$ cat config.mk
export PLATFORM = sky130hd
export DESIGN_NAME = wb_load_stage
export DESIGN_NICKNAME = d
export VERILOG_FILES = /design/src/rtl/wb_pkg.sv /design/src/rtl/load_align.sv /design/src/rtl/wb_load_stage.sv
export SDC_FILE = /design/constraint.sdc
export NUM_CORES = 1
export LEC_CHECK = 0
export ABC_CLOCK_PERIOD_IN_PS = 5200
export CORE_ASPECT_RATIO = 1.25
export CORE_MARGIN = 2
export CORE_UTILIZATION = 47
export DETAILED_ROUTE_END_ITERATION = 8
export GPL_TIMING_DRIVEN = 0
export PLACE_DENSITY_LB_ADDON = 0.1
export SYNTH_ARGS = -nofsm -noshare
export SYNTH_HDL_FRONTEND = slang
export SYNTH_SLANG_ARGS = --single-unit
$ cat constraint.sdc
create_clock -name clk -period 5.2 [get_ports clk]
set_clock_uncertainty 0.15 [all_clocks]
set_input_delay 1.04 -clock clk [delete_from_list [all_inputs] [get_ports clk]]
set_output_delay 1.04 -clock clk [all_outputs]
set_load 0.01 [all_outputs]
$ cat src/rtl/wb_pkg.sv
// Shared definitions for the writeback/load stage: load-op encodings,
// FSM state encoding and small helpers.
package wb_pkg;

    localparam int XLEN  = 32;
    localparam int RIDXW = 5;

    localparam logic [2:0] LDOP_LW  = 3'b000;
    localparam logic [2:0] LDOP_LH  = 3'b001;
    localparam logic [2:0] LDOP_LHU = 3'b010;
    localparam logic [2:0] LDOP_LB  = 3'b011;
    localparam logic [2:0] LDOP_LBU = 3'b100;

    typedef enum logic {
        ST_IDLE = 1'b0,
        ST_WAIT = 1'b1
    } wb_state_e;

    // Memory is word-addressed on the read port; lane selection happens on return.
    function automatic logic [XLEN-1:0] word_align(input logic [XLEN-1:0] a);
        return {a[XLEN-1:2], 2'b00};
    endfunction

endpackage

$ cat src/rtl/load_align.sv
// Little-endian load data extraction: lane select plus sign/zero extension.
// Undefined ldop codes fall back to a full-word load.
module load_align
    import wb_pkg::*;
(
    input  logic [2:0]      ldop,
    input  logic [1:0]      addr,
    input  logic [XLEN-1:0] rdata,
    output logic [XLEN-1:0] data
);

    logic [15:0] lane_h;
    logic [7:0]  lane_b;

    always_comb begin
        lane_h = addr[1] ? rdata[31:16] : rdata[15:0];
        case (addr)
            2'd0:    lane_b = rdata[7:0];
            2'd1:    lane_b = rdata[15:8];
            2'd2:    lane_b = rdata[23:16];
            default: lane_b = rdata[31:24];
        endcase

        case (ldop)
            LDOP_LH:  data = {{16{lane_h[15]}}, lane_h};
            LDOP_LHU: data = {16'h0000, lane_h};
            LDOP_LB:  data = {{24{lane_b[7]}}, lane_b};
            LDOP_LBU: data = {24'h000000, lane_b};
            default:  data = rdata;
        endcase
    end

endmodule

$ cat src/rtl/wb_load_stage.sv
// Writeback stage with a single outstanding data-memory load and a
// register-write bypass query. Bypass hits are enabled by WB_BYPASS_EN.
module wb_load_stage
    import wb_pkg::*;
(
    input  logic             clk,
    input  logic             rst_n,
    // Handshake: a transfer happens on a rising edge where in_valid && in_ready;
    // in_ready is high only in IDLE, and in_* are ignored whenever in_ready is low.
    input  logic             in_valid,
    output logic             in_ready,
    input  logic [RIDXW-1:0] in_wr,
    input  logic [XLEN-1:0]  in_data,
    input  logic             in_regw,
    input  logic             in_load,
    input  logic [2:0]       in_ldop,
    output logic             mem_req,
    output logic [XLEN-1:0]  mem_addr,
    input  logic             mem_rvalid,
    input  logic [XLEN-1:0]  mem_rdata,
    output logic [RIDXW-1:0] wr,
    output logic [XLEN-1:0]  wdata,
    output logic             regw,
    output logic             pend,
    output logic [RIDXW-1:0] pend_reg,
    input  logic [RIDXW-1:0] r1,
    input  logic [RIDXW-1:0] r2,
    output logic             fwd1_hit,
    output logic             fwd2_hit,
    output wb_state_e        dbg_state
);

    wb_state_e       state, state_next;
    logic            accept;
    logic            ld_done;
    logic [2:0]      ld_op;
    logic [1:0]      ld_off;
    logic            ld_we;
    logic [XLEN-1:0] ld_data;

    assign dbg_state = state;

    always_ff @(posedge clk or negedge rst_n) begin
        if (!rst_n) state <= ST_IDLE;
        else        state <= state_next;
    end

    always_comb begin
        state_next = state;
        in_ready   = 1'b0;
        accept     = 1'b0;
        ld_done    = 1'b0;
        case (state)
            ST_IDLE: begin
                in_ready = 1'b1;
                accept   = in_valid;
                if (in_valid && in_load) state_next = ST_WAIT;
            end
            ST_WAIT: begin
                // Return data may arrive as early as the mem_req cycle itself.
                if (mem_rvalid) begin
                    ld_done    = 1'b1;
                    state_next = ST_IDLE;
                end
            end
            default: state_next = ST_IDLE;
        endcase
    end

    load_align u_align (
        .ldop  (ld_op),
        .addr  (ld_off),
        .rdata (mem_rdata),
        .data  (ld_data)
    );

    always_ff @(posedge clk or negedge rst_n) begin
        if (!rst_n) begin
            regw     <= 1'b0;
            wr       <= '0;
            wdata    <= '0;
            mem_req  <= 1'b0;
            mem_addr <= '0;
            pend     <= 1'b0;
            pend_reg <= '0;
            ld_op    <= LDOP_LW;
            ld_off   <= 2'b00;
            ld_we    <= 1'b0;
        end else begin
            regw    <= 1'b0;
            mem_req <= 1'b0;
            if (accept && !in_load && in_regw && (in_wr != '0)) begin
                regw  <= 1'b1;
                wr    <= in_wr;
                wdata <= in_data;
            end
            if (accept && in_load) begin
                mem_req  <= 1'b1;
                mem_addr <= word_align(in_data);
                pend     <= 1'b1;
                pend_reg <= in_wr;
                ld_op    <= in_ldop;
                ld_off   <= in_data[1:0];
                ld_we    <= in_regw && (in_wr != '0);
            end
            // wr/wdata keep their last written value unless a write actually fires.
            if (ld_done) begin
                pend <= 1'b0;
                if (ld_we) begin
                    regw  <= 1'b1;
                    wr    <= pend_reg;
                    wdata <= ld_data;
                end
            end
        end
    end

`ifdef WB_BYPASS_EN
    assign fwd1_hit = regw && (wr == r1) && (wr != '0);
    assign fwd2_hit = regw && (wr == r2) && (wr != '0);
`else
    logic unused_query;
    assign unused_query = ^{r1, r2};
    assign fwd1_hit     = 1'b0;
    assign fwd2_hit     = 1'b0;
`endif

endmodule

==> metrics.yaml <==
power:
  ir_drop_uv: 203
  powerDensity_nw_per_um2: 410
  p_leak_nw: 2.65
outcome:
  outcome: "finished, final reports clean"
sta:
  slew_viol_final: 0
  post-route-period-util: 0.562
  layout_setup_ws_ns: 2.28
  hold_violations: 0
  slew_headroom: 0.555
  worst_pin_slew_ns: 0.649
  min_period_ns: 2.92
  fmax_ghz: 0.342
  fin_tns_setup_ns: 0
  whs_ns: 0.341
  rsz0062_at_grt: "false"
  setup_viol_count_final: 0
detailed_routing:
  vias: 3748
  wirelength_mm: 12.9
  detail_route.wl_per_cell_microns: 19.5
  ant_nets: 0
  drtIter0Drc: 127
  routed_via_density: 5.68
  drcViolationCount: 0
  firstDrtPassIters: 4
setup_path:
  endpoint_kind: "flip-flop"
  rrSetupSlack_ns: 2.97
  cp_max_fo: 10
  worstSetupPathType: "in -> reg"
  cp-start-kind: "primary input"
  r2r_start: "ld_op[0]"
  crit_required_ns: 5.27
  worstSetupStartpoint: "mem_rdata[31]"
  cp.arrival_ns: 2.99
run:
  maxCapViolCount: 0
finish:
  multi_input_area_sq_um: 2010
  antenna_cells: 0
  final_core_util: 0.705
  finalInstanceArea_sq_um: 6170
  seq_area_sq_um: 2050
  area_growth_pct: 45.2
  largest_reg_flops: 32
  layout-drive-gt1-share: 0.141
  num-nets-final: 625
  fillCellCount: 716
logic_synthesis:
  ys_seq_area_frac: 0.483
  ys_async_sr_fraction: 1.00
  synth_cells: 368
  synth_top_flop_cell: "dfrtp_1"
  syn_area_per_cell_sq_um: 11.5
  synth_area_sq_um: 4250
  synth_edf_count: 0
  yosysWarnings: 0
  ys_types: 38
  ys_seq_elements: 82
global_routing:
  grt_usage: 0.268
  gr-total-overflow: 0
  grt_pass1_vias: 3862
  grt_max_degree: 51
  grt_antenna_before_repair: 0
  grt_pass1_wl_mm: 19.6
die:
  initial_core_util: 0.485
  die_w_microns: 89.0
  coreArea_sq_um: 8750
  rows: 38
  die_y_microns: 110
  io_pins: 169
  die-area_sq_um: 9820
place:
  portBuffers: 154
  placed_area_sq_um: 5970
  pre_cts_slack_ns: 1.92
  dpl.hpwl_mm: 9.76
  place_congestion: 0.842
clock_tree:
  cts_tree: "built"
  post_cts_buffers: 0
  cts_max_level: 3
  root_buffer: "clkbuf_8"
  path_clk_slew_ns: 0.07
  cts_buffer_depth: 2
  cts_sinks: 82
  cts_buffers: 9
  clock_latency_ns: 0.37
  cts_resized: 0
  cts-hold-fix-buffers: 0
hold_path:
  min-delay-start: "pend"
  min_path_type: "reg -> reg"
==> per-stage QoR <==
stage / power, mW / instances
floorplan: 1.48 / 371
global placement: 2.04 / 645
detailed placement: 2.07 / 646
CTS: 2.54 / 660
global route: 2.66 / 660
finish: 2.53 / 660
==> synth_stat cells (8+ instances only) <==
master,instances,area [sq um]
dfrtp_1,82,2050
nor2_1,20,75.1
a22oi_1,30,225
nand2_1,37,139
mux2i_1,26,260
a221oi_1,8,70.1
o21ai_0,22,110
mux2_2,40,450
nor2b_1,12,75.1
a2bb2oi_1,9,78.8
clkbuf_1,18,67.6
==> cell families (layout without fill, tap and decap cells) <==
family,after synthesis,after routing,share of synthesized area
xor gates and xnor gates,2,2,0.00413
adders and majority gates,1,1,0.00236
muxes,74,74,0.216
AOI/OAI and AO/OA,93,93,0.162
buffers and inverters,34,203,0.0454
and+or+nand+nor,81,81,0.0863
DFF,82,82,0.483
other,1,4,0.000883
==> cell usage in the layout, fill, tap and decap left out, types with 2 or more instances in the layout <==
| cell | count |
|---|---|
| buf_4 | 6 |
| o211ai_1 | 7 |
| a2bb2oi_1 | 9 |
| inv_1 | 2 |
| nor2b_1 | 12 |
| nor2_1 | 20 |
| nand2_1 | 37 |
| a221oi_1 | 8 |
| xor2_1 | 2 |
| dfrtp_1 | 82 |
| mux4_1 | 7 |
| buf_2 | 4 |
| conb_1 | 4 |
| o311ai_0 | 2 |
| a22oi_1 | 30 |
| clkbuf_1 | 19 |
| mux2_2 | 40 |
| clkdlybuf4s50_1 | 153 |
| nand3_1 | 7 |
| a31oi_1 | 7 |
| o21ai_0 | 22 |
| clkbuf_8 | 11 |
| buf_6 | 4 |
| mux2i_1 | 26 |
==> worst max-delay path, cell delays in order <==
cell and delay (ns):
clkdlybuf4s50_1 0.52, mux4_2 0.57, a31oi_4 0.37, o31a_4 0.28
buf_8 0.14, a22oi_1 0.07
==> worst paths after layout <==
check                                    end  cells after the start
worst min register to register          pend                      2
max in group asynchronous           ld_op[0]                      2
min in group asynchronous       mem_addr[20]                      1
worst min-delay path                    pend                      2
worst max-delay path               wdata[25]                      6
worst max register to register     wdata[21]                      6
==> metal layers <==
layer,routed length (microns),GRT usage,vias to the layer above
met5,0,0,-
li1,-,-,1705
met2,6630,0.465,151
met3,922,0.0477,24
met4,316,0.117,0
met1,5020,0.323,1868
==> cell type report <==
cell class | count | area share
repair buffers | 155 | 0.254
clock buffers | 12 | 0.0252
plain buffers | 32 | 0.0300
well taps | 120 | 0.0243
multi-input cells | 255 | 0.326
flip-flops and latches | 82 | 0.333
inverters | 2 | 0.00122
clock inverters | 2 | 0.00609
==> where the power goes <==
part           internal (mW)  total [mW]  leakage [nW]  switching, mW
Clock                  0.243       0.472        0.0946          0.228
Combinational          0.627        1.12          1.59          0.490
Sequential             0.832       0.938         0.959          0.106
Total                   1.70        2.53          2.65          0.824
No activity file was read; power rests on OpenSTA's default activity.
